$ cat src/rtl/mealy_fsm_if.sv
// rtl/mealy_fsm_if.sv - serial bit stream and detection status bundle for mealy_fsm
interface mealy_fsm_if #(
    parameter int CNT_W = 8
);
    logic             valid;
    logic             d_in;
    logic             pattern_detect;
    logic [CNT_W-1:0] match_count;

    modport master (
        output valid,
        output d_in,
        input  pattern_detect,
        input  match_count
    );

    modport slave (
        input  valid,
        input  d_in,
        output pattern_detect,
        output match_count
    );
endinterface

$ cat src/rtl/mealy_fsm.sv
// rtl/mealy_fsm.sv - Mealy detector for serial pattern 110101 with saturating match counter
// Define MEALY_FSM_OVERLAP_EN to let the trailing 1 of a match start the next one.
module mealy_fsm #(
    parameter int CNT_W = 8
) (
    input  logic        clk,
    input  logic        res,
    mealy_fsm_if.slave  bus
);

    // Each state names the longest prefix of 110101 seen so far.
    typedef enum logic [2:0] {
        S0 = 3'd0,
        S1 = 3'd1,
        S2 = 3'd2,
        S3 = 3'd3,
        S4 = 3'd4,
        S5 = 3'd5
    } state_t;

    state_t           state_q;
    state_t           state_d;
    logic             detect;
    logic [CNT_W-1:0] count_q;

`ifdef MEALY_FSM_OVERLAP_EN
    localparam state_t AFTER_MATCH = S1;
`else
    localparam state_t AFTER_MATCH = S0;
`endif

    always_ff @(posedge clk or negedge res) begin
        if (!res) begin
            state_q <= S0;
        end else begin
            state_q <= state_d;
        end
    end

    always_comb begin
        state_d = state_q;
        detect  = 1'b0;
        case (state_q)
            S0: if (bus.valid) state_d = bus.d_in ? S1 : S0;
            S1: if (bus.valid) state_d = bus.d_in ? S2 : S0;
            S2: if (bus.valid) state_d = bus.d_in ? S2 : S3;
            S3: if (bus.valid) state_d = bus.d_in ? S4 : S0;
            S4: if (bus.valid) state_d = bus.d_in ? S2 : S5;
            S5: begin
                if (bus.valid) begin
                    if (bus.d_in) begin
                        detect  = 1'b1;
                        state_d = AFTER_MATCH;
                    end else begin
                        state_d = S0;
                    end
                end
            end
            // Unused encodings fall back to idle even without a valid bit.
            default: state_d = S0;
        endcase
    end

    always_ff @(posedge clk or negedge res) begin
        if (!res) begin
            count_q <= '0;
        end else if (detect && (count_q != {CNT_W{1'b1}})) begin
            count_q <= count_q + 1'b1;
        end
    end

    assign bus.pattern_detect = detect;
    assign bus.match_count    = count_q;

endmodule

$ cat src/flat_wrapper.sv
// flat-port wrapper written by rule: the top's interface ports become plain ports
module mealy_fsm_flat 
#(
    parameter int CNT_W = 8
)
  (clk, res, bus_valid, bus_d_in, bus_pattern_detect, bus_match_count);
  mealy_fsm_if #(.CNT_W(CNT_W)) bus_i ();
  input  logic clk;
  input  logic res;
  input wire logic [$bits(bus_i.valid)-1:0] bus_valid;
  input wire logic [$bits(bus_i.d_in)-1:0] bus_d_in;
  output wire logic [$bits(bus_i.pattern_detect)-1:0] bus_pattern_detect;
  output wire logic [$bits(bus_i.match_count)-1:0] bus_match_count;
  assign bus_i.valid = bus_valid;
  assign bus_i.d_in = bus_d_in;
  assign bus_pattern_detect = bus_i.pattern_detect;
  assign bus_match_count = bus_i.match_count;
  mealy_fsm #(.CNT_W(CNT_W)) u_core (.clk(clk), .res(res), .bus(bus_i));
endmodule
$ cat config.mk
export PLATFORM = sky130hd
export DESIGN_NAME = mealy_fsm_flat
export DESIGN_NICKNAME = d
export VERILOG_FILES = /design/src/rtl/mealy_fsm_if.sv /design/src/rtl/mealy_fsm.sv /design/src/flat_wrapper.sv
export SDC_FILE = /design/constraint.sdc
export NUM_CORES = 1
export LEC_CHECK = 0
export ABC_AREA = 1
export BUFFER_PORTS_ARGS = -buffer_cell sky130_fd_sc_hd__buf_2
export CAP_MARGIN = 20
export CORE_MARGIN = 3
export CORE_UTILIZATION = 44
export DETAILED_ROUTE_END_ITERATION = 10
export PLACE_DENSITY = 0.67
export SYNTH_ARGS = -nofsm -noshare
export SYNTH_HDL_FRONTEND = slang
export SYNTH_SLANG_ARGS = --single-unit
$ cat constraint.sdc
create_clock -name clk -period 1.28 [get_ports clk]
set_input_delay 0.064 -clock clk [delete_from_list [all_inputs] [get_ports clk]]
set_output_delay 0.064 -clock clk [all_outputs]
set_load 0.02 [all_outputs]
==> flow_metrics.env, run 1 <==
export IMPL_grt_usage_pct=16.2
export IMPL_worstSetupPathType="reg -> reg"
export IMPL_grt_setup_unrepaired="yes"
export IMPL_layout_area_seq_um2=279
export IMPL_synth_edf_count=0
export IMPL_numPlacedInstances=125
export IMPL_antenna_found_initial=0
export IMPL_proportion_of_synthesized_chip_area_in_sequential_cells_pct=41.7
export IMPL_slowest_delay_ns=0.42
export IMPL_wl_per_cell_um=10.8
export IMPL_final_setup_viol_count=0
export IMPL_yosys_area_top_type_share_pct=41.7
export IMPL_post_synth_cell_types=18
export IMPL_drt_first_pass_iters=6
export IMPL_critical_path_endpoint_type="flop"
export IMPL_worst_path_max_delay_cell="sky130_fd_sc_hd__dfrtp_2"
export IMPL_number_of_standard_cells_after_synthesis=96
export IMPL_start_util_pct=48.8
export IMPL_rows=13
export IMPL_kind_of_start_point_of_the_critical_path="flop"
export IMPL_place_area_um2=761
export IMPL_hp_class="in -> reg"
export IMPL_critical_path_cell_chain="ha_2 -> nand3_2 -> clkinv_1 -> nand2_2 -> nand2_4 -> inv_4 -> nand2_1 -> nand2_1"
export IMPL_die_area_um2=2000
export IMPL_dp_hpwl_um=1010
export IMPL_final_area_um2=836
export IMPL_dominantRegCellSynth="sky130_fd_sc_hd__dfrtp_1"
export IMPL_clock_tree_buffer_depth=2
export IMPL_layoutNonFillerInstCount=134
export IMPL_syn_area_um2=659
export IMPL_drt_antenna_violating_nets=0
export IMPL_first_global_vias=548
export IMPL_grt_max_degree=12
export IMPL_gp_congestion=0.826
export IMPL_route_detailed_vias_per_inst=4.90
export IMPL_cts_reportedPaths_clkPinSlew_ns=0.06
export IMPL_power_per_cell_area_nw_per_um2=1340
export IMPL_synthesis_yosys_warnings=0
export IMPL_multi_input_area_um2=354
export IMPL_die_width_um=44.7
export IMPL_synth_largest_area_cell="sky130_fd_sc_hd__dfrtp_1"
export IMPL_synth_most_common_cell="sky130_fd_sc_hd__nand2_1"
export IMPL_cp_data_required_time_ns=1.48
export IMPL_synth_net_count=101
export IMPL_max_slew_violation_total_from_the_final_report=0
export IMPL_vias=657
export IMPL_timing_worst_slew_pin_value_ns=0.254
export IMPL_r2r_start="u_core.bus.match_count[1]"
export IMPL_run_status="finished, final reports clean"
export IMPL_slew_headroom_pct=83.0
export IMPL_ys_top_cells_by_count="46 x sky130_fd_sc_hd__nand2_1, 11 x sky130_fd_sc_hd__dfrtp_1, 8 x sky130_fd_sc_hd__nand3_1, 7 x sky130_fd_sc_hd__inv_1, 7 x sky130_fd_sc_hd__nor2_1"
export IMPL_synth_area_leaders="sky130_fd_sc_hd__dfrtp_1 42%, sky130_fd_sc_hd__nand2_1 26%, sky130_fd_sc_hd__nand3_1 6.1%, sky130_fd_sc_hd__inv_1 4.0%, sky130_fd_sc_hd__nor2_1 4.0%"
export IMPL_worst_hold_path_num_cells=4
export IMPL_insertedDiodeCount=0
export IMPL_p_leak_nw=0.444
export IMPL_r2r_end="u_core.bus.match_count[0]"
export IMPL_maxClockFrequency_mhz=829
export IMPL_worst_hold_slack_ns=0.0763
export IMPL_finClkSkew_ns=0.00593
export IMPL_ys_async_sr_fraction_pct=100
export IMPL_synth_area_per_cell_um2=6.87
export IMPL_rrSetupSlack_ns=0.07
export IMPL_n_fill_cell=125
export IMPL_worst_endpoint_arrival_ns=1.41
export IMPL_critical_path_most_common_cell="sky130_fd_sc_hd__nand2_1"
export IMPL_share_of_post_route_cells_with_drive_strength_above_1_pct=26.9
export IMPL_die_height_um=44.7
export IMPL_ioPinCount=13
export IMPL_clock_root_buffer="sky130_fd_sc_hd__clkbuf_4"
export IMPL_area_delta_synth_final_pct=26.8
export IMPL_htree_num_levels=1
export IMPL_finalWorstPathRequiredPeriod_ns=1.21
export IMPL_drt_iter0_markers=10
export IMPL_worst_setup_path_endpoint="u_core.bus.match_count[0]"
export IMPL_numCtsBuffers=3
export IMPL_design_core_area_um2=1350
export IMPL_clock_insertion_delay_worst_skew_ns=0.27
export IMPL_drt_drc_violations_left=0
export IMPL_overflow=0
export IMPL_crit_path_max_fanout=9
export IMPL_finalWirelength_um=1450
export IMPL_period_share_pct=94.3
export IMPL_vdd_drop_max_mv=0.770
export IMPL_design_final_nets=125
export IMPL_cts_tree="done"
export IMPL_rr_worst_depth=8
export IMPL_grt_pass1_wl_um=2350
export IMPL_clock_sinks=11
export IMPL_drv_max_cap_violation_count=0
export IMPL_report_final_hold_viol_count=0
export IMPL_worstSetupStartpoint="u_core.bus.match_count[1]"
export IMPL_io_buffer_count=12
export IMPL_yosys_register_bits=11
==> layer usage <==
| layer | track usage (%) | part of all wire (%) |
|---|---|---|
| met1 | 23.3 | 48 |
| met2 | 22.3 | 45 |
| met3 | 5.98 | 5.9 |
| met4 | 5.42 | 0.55 |
| met5 | 0 | 0 |
==> layout by cell type, fill, tap and decap left out, drive strengths merged <==
cell type	count
xor2	1
o21ai	4
dfrtp	11
nand2	48
buf	18
clkbuf	4
nor2	8
inv	9
dlygate4sd3	1
nand3	8
xnor2	2
a21oi	1
clkinv	1
nand4	2
ha	1
==> through the flow <==
| stage | util, % | total power, mW | TNS, ns | setup slack, ns |
|---|---|---|---|---|
| 2_1_floorplan | - | 0.732 | 0 | 0.00378 |
| 3_3_place_gp | 56.3 | 0.839 | 0 | 0.0583 |
| 3_5_place_dp | 56.3 | 0.837 | 0 | 0.0380 |
| 4_1_cts | 59.2 | 1.07 | 0 | 0.00278 |
| 5_1_grt | 61.9 | 1.22 | -0.239 | -0.0459 |
| 6_report | 61.9 | 1.12 | 0 | 0.0732 |
==> sequential cells by signal (all words and copies together), names as in the netlist <==
name	flops
u_core.state_q	3
u_core.bus.match_count	8
==> cell type report <==
class                   count  area share, %
multi-input cells          75           42.4
flip-flops and latches     11           33.4
repair buffers             19           14.1
inverters                  10           4.79
well taps                  15           2.25
clock buffers               4           3.14
==> cell families after synthesis <==
family                   share of synthesized area (%)
AND/OR/NAND/NOR                                   42.5
XOR/XNOR                                          3.99
buffers and inverters                             6.07
adder cells (fa/ha/maj)                           1.90
flip-flops                                        41.7
AO/OA/AOI/OAI                                     3.79
==> report_power, final <==
group	leakage (nW)	switching, mW	internal [mW]
clock network	0.0150	0.114	0.121
registers	0.146	0.0878	0.417
logic	0.283	0.224	0.154
total	0.444	0.426	0.692
==> worst min path at each step <==
stage / endpoint / from
after floorplan: u_core.bus.match_count[0] / res
after global placement: u_core.bus.match_count[5] / res
after detailed placement: u_core.bus.match_count[5] / res
after CTS: u_core.state_q[1] / bus_valid
after global routing: u_core.state_q[0] / bus_valid
final: u_core.state_q[0] / bus_valid
==> repair_timing <==
| item | in CTS | in global routing |
|---|---|---|
| hold buffers | 1 | 0 |
| endpoints found under the setup margin | 1 | 9 |
| endpoints found under the hold margin | 11 | 0 |
| pin swaps | 0 | 1 |
| resized for setup | 1 | 3 |
| buffers inserted | 0 | 4 |
==> critical path, delay by kind of cell, from the launching register on <==
kind	cells	cell delay [ns]
buf+inv	2	0.17
fa+ha+maj	1	0.19
simple gates	5	0.36
flops	1	0.42
No activity file was read; power rests on OpenSTA's default activity.
==> run 2, diff against run 1 <==
--- a/config.mk
+++ b/config.mk
@@ -9,9 +9,8 @@
 export BUFFER_PORTS_ARGS = -buffer_cell sky130_fd_sc_hd__buf_2
 export CAP_MARGIN = 20
 export CORE_MARGIN = 3
-export CORE_UTILIZATION = 44
+export CORE_UTILIZATION = 41
 export DETAILED_ROUTE_END_ITERATION = 10
-export PLACE_DENSITY = 0.67
 export SYNTH_ARGS = -nofsm -noshare
 export SYNTH_HDL_FRONTEND = slang
 export SYNTH_SLANG_ARGS = --single-unit
==> flow_metrics.env, run 2 (synthesized netlist as in run 1, its figures left out) <==
export IMPL_run_status="finished, final reports clean"
export IMPL_grt_pass1_wl_um=2530
export IMPL_worstSetupPathType="reg -> out"
export IMPL_layout_area_seq_um2=279
export IMPL_cp_data_required_time_ns=1.22
export IMPL_die_width_um=46.1
export IMPL_clock_tree_buffer_depth=2
export IMPL_slew_headroom_pct=83.4
export IMPL_first_global_vias=603
export IMPL_numCtsBuffers=3
export IMPL_largest_register_ffs=8
export IMPL_overflow=0
export IMPL_share_of_post_route_cells_with_drive_strength_above_1_pct=28.3
export IMPL_route_detailed_vias_per_inst=5.02
export IMPL_cts_tree="done"
export IMPL_mostFrequentLayoutCell="sky130_fd_sc_hd__nand2_1"
export IMPL_gp_congestion=0.754
export IMPL_die_area_um2=2130
export IMPL_worstSetupStartpoint="u_core.state_q[1]"
export IMPL_clock_insertion_delay_worst_skew_ns=0.27
export IMPL_most_common_layout_cells="45 x sky130_fd_sc_hd__nand2_1, 11 x sky130_fd_sc_hd__buf_2, 8 x sky130_fd_sc_hd__dfrtp_1"
export IMPL_drv_max_cap_violation_count=0
export IMPL_clock_sinks=11
export IMPL_vdd_drop_max_mv=0.803
export IMPL_report_final_hold_viol_count=0
export IMPL_kind_of_start_point_of_the_critical_path="flop"
export IMPL_worst_endpoint_arrival_ns=1.13
export IMPL_rrSetupSlack_ns=0.10
export IMPL_insertedDiodeCount=0
export IMPL_utilization_pct=61.1
export IMPL_cts_reportedPaths_clkPinSlew_ns=0.07
export IMPL_max_slew_violation_total_from_the_final_report=0
export IMPL_rows=13
export IMPL_htree_num_levels=1
export IMPL_drt_antenna_violating_nets=0
export IMPL_die_height_um=46.1
export IMPL_io_buffer_count=12
export IMPL_rr_worst_depth=8
export IMPL_clock_root_buffer="sky130_fd_sc_hd__clkbuf_4"
export IMPL_maxClockFrequency_mhz=840
export IMPL_final_setup_viol_count=0
export IMPL_grt_max_degree=12
export IMPL_worst_setup_path_endpoint="bus_pattern_detect"
export IMPL_hp_class="in -> reg"
export IMPL_ioPinCount=13
export IMPL_wl_per_cell_um=10.9
export IMPL_worst_hold_path_num_cells=4
export IMPL_finalWorstPathRequiredPeriod_ns=1.19
export IMPL_drt_first_pass_iters=4
export IMPL_power_per_cell_area_nw_per_um2=1330
export IMPL_crit_path_max_fanout=6
export IMPL_vias=678
export IMPL_timing_worst_slew_pin_value_ns=0.249
export IMPL_area_delta_synth_final_pct=29.6
export IMPL_critical_path_endpoint_type="output port"
export IMPL_design_final_nets=126
export IMPL_report_power_total_mw=1.13
export IMPL_grt_setup_unrepaired="no"
export IMPL_p_leak_nw=0.445
export IMPL_period_share_pct=93.0
export IMPL_n_fill_cell=144
export IMPL_antenna_found_initial=0
export IMPL_multi_input_area_um2=373
export IMPL_start_util_pct=47.1
export IMPL_total_negative_slack_for_setup_checks_ns=0
export IMPL_drt_iter0_markers=15
export IMPL_r2r_start="u_core.bus.match_count[1]"
export IMPL_finClkSkew_ns=0.00740
export IMPL_dp_hpwl_um=1150
export IMPL_design_core_area_um2=1400
export IMPL_finalWirelength_um=1470
export IMPL_r2r_end="u_core.bus.match_count[1]"
export IMPL_drt_drc_violations_left=0
export IMPL_grt_usage_pct=16.9
run 2: changes by cell type in the layout (fill, tap and decap cells not counted), sizes merged:
cell / previous run / this run
nand2: 48 / 49
run 2: power by group:
group          total (mW)  leakage (nW)  switching [mW]  internal (mW)
registers           0.513         0.146          0.0959          0.417
logic               0.382         0.284           0.229          0.153
clock network       0.238        0.0150           0.117          0.121
total                1.13         0.445           0.442          0.691
run 2: metrics by stage:
stage,setup slack (ns),hold WS [ns],cells,area (um2)
after floorplan,0.00378,-0.232,96,667
after global placement,0.0520,-0.0541,126,768
after detailed placement,0.0338,-0.0534,126,768
after CTS,0.0148,0.0702,131,808
after global routing,0.00496,0.106,135,855
final,0.0891,0.0727,135,855
run 2: timing repair:
item                                    in CTS  in global routing
endpoints found under the setup margin       1                  8
gates cloned                                 0                  1
setup buffers                                0                  3
resized for setup                            2                  4
hold buffers                                 1                  0
pin swaps                                    0                  2
endpoints found under the hold margin       11                  0
run 2: worst max-delay path: stages, from the launching register on:
cell                      delay (ns)
sky130_fd_sc_hd__dfrtp_2        0.45
sky130_fd_sc_hd__inv_2          0.09
sky130_fd_sc_hd__nand2_2        0.06
sky130_fd_sc_hd__nor2_4         0.11
sky130_fd_sc_hd__buf_4          0.15
run 2: layout make-up:
| cell class | count | share of cell area (%) |
|---|---|---|
| Clock buffer | 4 | 3.07 |
| Inverter | 10 | 4.69 |
| Tap cell | 15 | 2.20 |
| Multi-Input combinational cell | 76 | 43.6 |
| Sequential cell | 11 | 32.7 |
| Timing Repair Buffer | 19 | 13.8 |
run 2: worst min path at each step:
stage | end | startpoint
4_1_cts | u_core.state_q[1] | bus_valid
6_report | u_core.state_q[1] | bus_valid
5_1_grt | u_core.state_q[1] | bus_valid
3_5_place_dp | u_core.bus.match_count[3] | res
3_3_place_gp | u_core.bus.match_count[3] | res
2_1_floorplan | u_core.bus.match_count[0] | res
run 2: metal layers:
layer | track usage, % | vias to the layer above | part of all wire, % | wire length, um
met5 | 0 | - | 0 | 0
met4 | 5.11 | 0 | 1.6 | 24
met3 | 6.25 | 4 | 6.5 | 96
met2 | 29.1 | 22 | 49 | 718
met1 | 19.2 | 304 | 43 | 634
li1 | - | 348 | - | -
==> run 3, diff against run 2 <==
--- a/config.mk
+++ b/config.mk
@@ -10,6 +10,7 @@
 export CAP_MARGIN = 20
 export CORE_MARGIN = 3
 export CORE_UTILIZATION = 41
+export CTS_BUF_LIST = sky130_fd_sc_hd__clkbuf_4 sky130_fd_sc_hd__clkbuf_8
 export DETAILED_ROUTE_END_ITERATION = 10
 export SYNTH_ARGS = -nofsm -noshare
 export SYNTH_HDL_FRONTEND = slang
==> flow_metrics.env, run 3 (synthesized netlist as in run 1, its figures left out) <==
export IMPL_total_negative_slack_for_setup_checks_ns=0
export IMPL_overflow=0
export IMPL_vias=678
export IMPL_dp_hpwl_um=1150
export IMPL_clock_tree_buffer_depth=2
export IMPL_finalWorstPathRequiredPeriod_ns=1.19
export IMPL_vdd_drop_max_mv=0.804
export IMPL_clock_root_buffer="sky130_fd_sc_hd__clkbuf_4"
export IMPL_kind_of_start_point_of_the_critical_path="flop"
export IMPL_run_status="finished, final reports clean"
export IMPL_die_area_um2=2130
export IMPL_mostFrequentLayoutCell="sky130_fd_sc_hd__nand2_1"
export IMPL_crit_path_max_fanout=6
export IMPL_antenna_found_initial=0
export IMPL_largest_register_ffs=8
export IMPL_die_width_um=46.1
export IMPL_worstSetupPathType="reg -> out"
export IMPL_design_final_nets=126
export IMPL_share_of_post_route_cells_with_drive_strength_above_1_pct=29.2
export IMPL_final_setup_viol_count=0
export IMPL_clock_insertion_delay_worst_skew_ns=0.27
export IMPL_layout_setup_ws_ns=0.0893
export IMPL_grt_setup_unrepaired="no"
export IMPL_critical_path_endpoint_type="output port"
export IMPL_drt_drc_violations_left=0
export IMPL_timing_critical_path_buf_inv=2
export IMPL_cts_reportedPaths_clkPinSlew_ns=0.07
export IMPL_worst_path_max_delay_cell="sky130_fd_sc_hd__dfrtp_2"
export IMPL_cp_data_required_time_ns=1.22
export IMPL_maxClockFrequency_mhz=840
export IMPL_grt_max_degree=12
export IMPL_slowest_delay_ns=0.45
export IMPL_wl_per_cell_um=10.9
export IMPL_p_leak_nw=0.449
export IMPL_first_global_vias=603
export IMPL_finClkSkew_ns=0.00750
export IMPL_worst_endpoint_arrival_ns=1.13
export IMPL_area_delta_synth_final_pct=30.2
export IMPL_drt_antenna_violating_nets=0
export IMPL_io_buffer_count=12
export IMPL_power_per_cell_area_nw_per_um2=1340
export IMPL_final_area_um2=858
export IMPL_clock_sinks=11
export IMPL_post_place_ws_ns=0.0338
export IMPL_route_detailed_vias_per_inst=5.02
export IMPL_critical_path_top_delay_family="flip-flops"
export IMPL_htree_num_levels=1
export IMPL_finalWirelength_um=1470
export IMPL_insertedDiodeCount=0
export IMPL_numCtsBuffers=3
export IMPL_slew_headroom_pct=83.4
export IMPL_most_common_layout_cells="45 x sky130_fd_sc_hd__nand2_1, 11 x sky130_fd_sc_hd__buf_2, 8 x sky130_fd_sc_hd__dfrtp_1"
export IMPL_die_height_um=46.1
export IMPL_ioPinCount=13
export IMPL_cts_tree="done"
export IMPL_start_util_pct=47.1
export IMPL_hp_class="in -> reg"
export IMPL_max_slew_violation_total_from_the_final_report=0
export IMPL_timing_worst_slew_pin_value_ns=0.249
export IMPL_grt_usage_pct=16.9
export IMPL_drv_max_cap_violation_count=0
export IMPL_period_share_pct=93.0
export IMPL_critical_path_cell_chain="inv_2 -> nand2_2 -> nor2_4 -> buf_4"
export IMPL_drt_iter0_markers=15
export IMPL_gp_congestion=0.754
export IMPL_rows=13
export IMPL_grt_pass1_wl_um=2530
export IMPL_place_area_um2=768
export IMPL_drt_first_pass_iters=4
export IMPL_design_core_area_um2=1400
export IMPL_worst_hold_slack_ns=0.0729
export IMPL_report_final_hold_viol_count=0
[run 3: routing by layer]
| layer | up-vias | share of wire, % | GRT usage (%) |
|---|---|---|---|
| met5 | - | 0 | 0 |
| met4 | 0 | 1.6 | 5.11 |
| met3 | 4 | 6.5 | 6.25 |
| met2 | 22 | 49 | 29.1 |
| met1 | 304 | 43 | 19.2 |
| li1 | 348 | - | - |
[run 3: final timing paths]
path,start,end,slack (ns),cells after the start
max in group asynchronous,res,u_core.bus.match_count[0],0.86,2
min,bus_valid,u_core.state_q[1],0.07,4
min reg2reg,u_core.bus.match_count[1],u_core.bus.match_count[1],0.55,2
max reg2reg,u_core.bus.match_count[1],u_core.bus.match_count[1],0.10,8
min in group asynchronous,res,u_core.bus.match_count[3],0.19,2
max,u_core.state_q[1],bus_pattern_detect,0.09,4
[run 3: power by group]
part	total [mW]	switching [mW]	internal [mW]
Combinational	0.382	0.229	0.153
Clock	0.259	0.117	0.142
Sequential	0.513	0.0959	0.417
Total	1.15	0.442	0.712
[run 3: worst register-to-register path, cell delays in order (launching register included)]
cell and delay [ns]:
sky130_fd_sc_hd__dfrtp_2 0.43, sky130_fd_sc_hd__ha_4 0.17, sky130_fd_sc_hd__nand3_2 0.09, sky130_fd_sc_hd__clkinv_1 0.08, sky130_fd_sc_hd__nand2_2 0.09, sky130_fd_sc_hd__nand2_4 0.08
sky130_fd_sc_hd__inv_4 0.07, sky130_fd_sc_hd__nand2_1 0.05, sky130_fd_sc_hd__nand2_1 0.05
[run 3: what timing repair did]
action	in CTS	in global routing
pin swaps	0	2
hold buffers	1	0
buffers inserted	0	3
setup endpoints to repair	1	8
hold endpoints to repair	11	0
gates resized for setup	2	4
gates cloned	0	1
[run 3: final cells by class]
type	instances	area, um2
flip-flops and latches	11	279
multi-input cells	76	373
fillers	142	541
repair buffers	19	118
clock buffers	4	30.0
well taps	15	18.8
inverters	10	40.0
[run 3: metrics by stage]
stage	cells	power [mW]	utilization [%]
2_1_floorplan	96	0.732	-
3_3_place_gp	126	0.852	54.9
3_5_place_dp	126	0.860	54.9
4_1_cts	131	1.13	58.1
5_1_grt	135	1.25	61.4
6_report	135	1.15	61.4
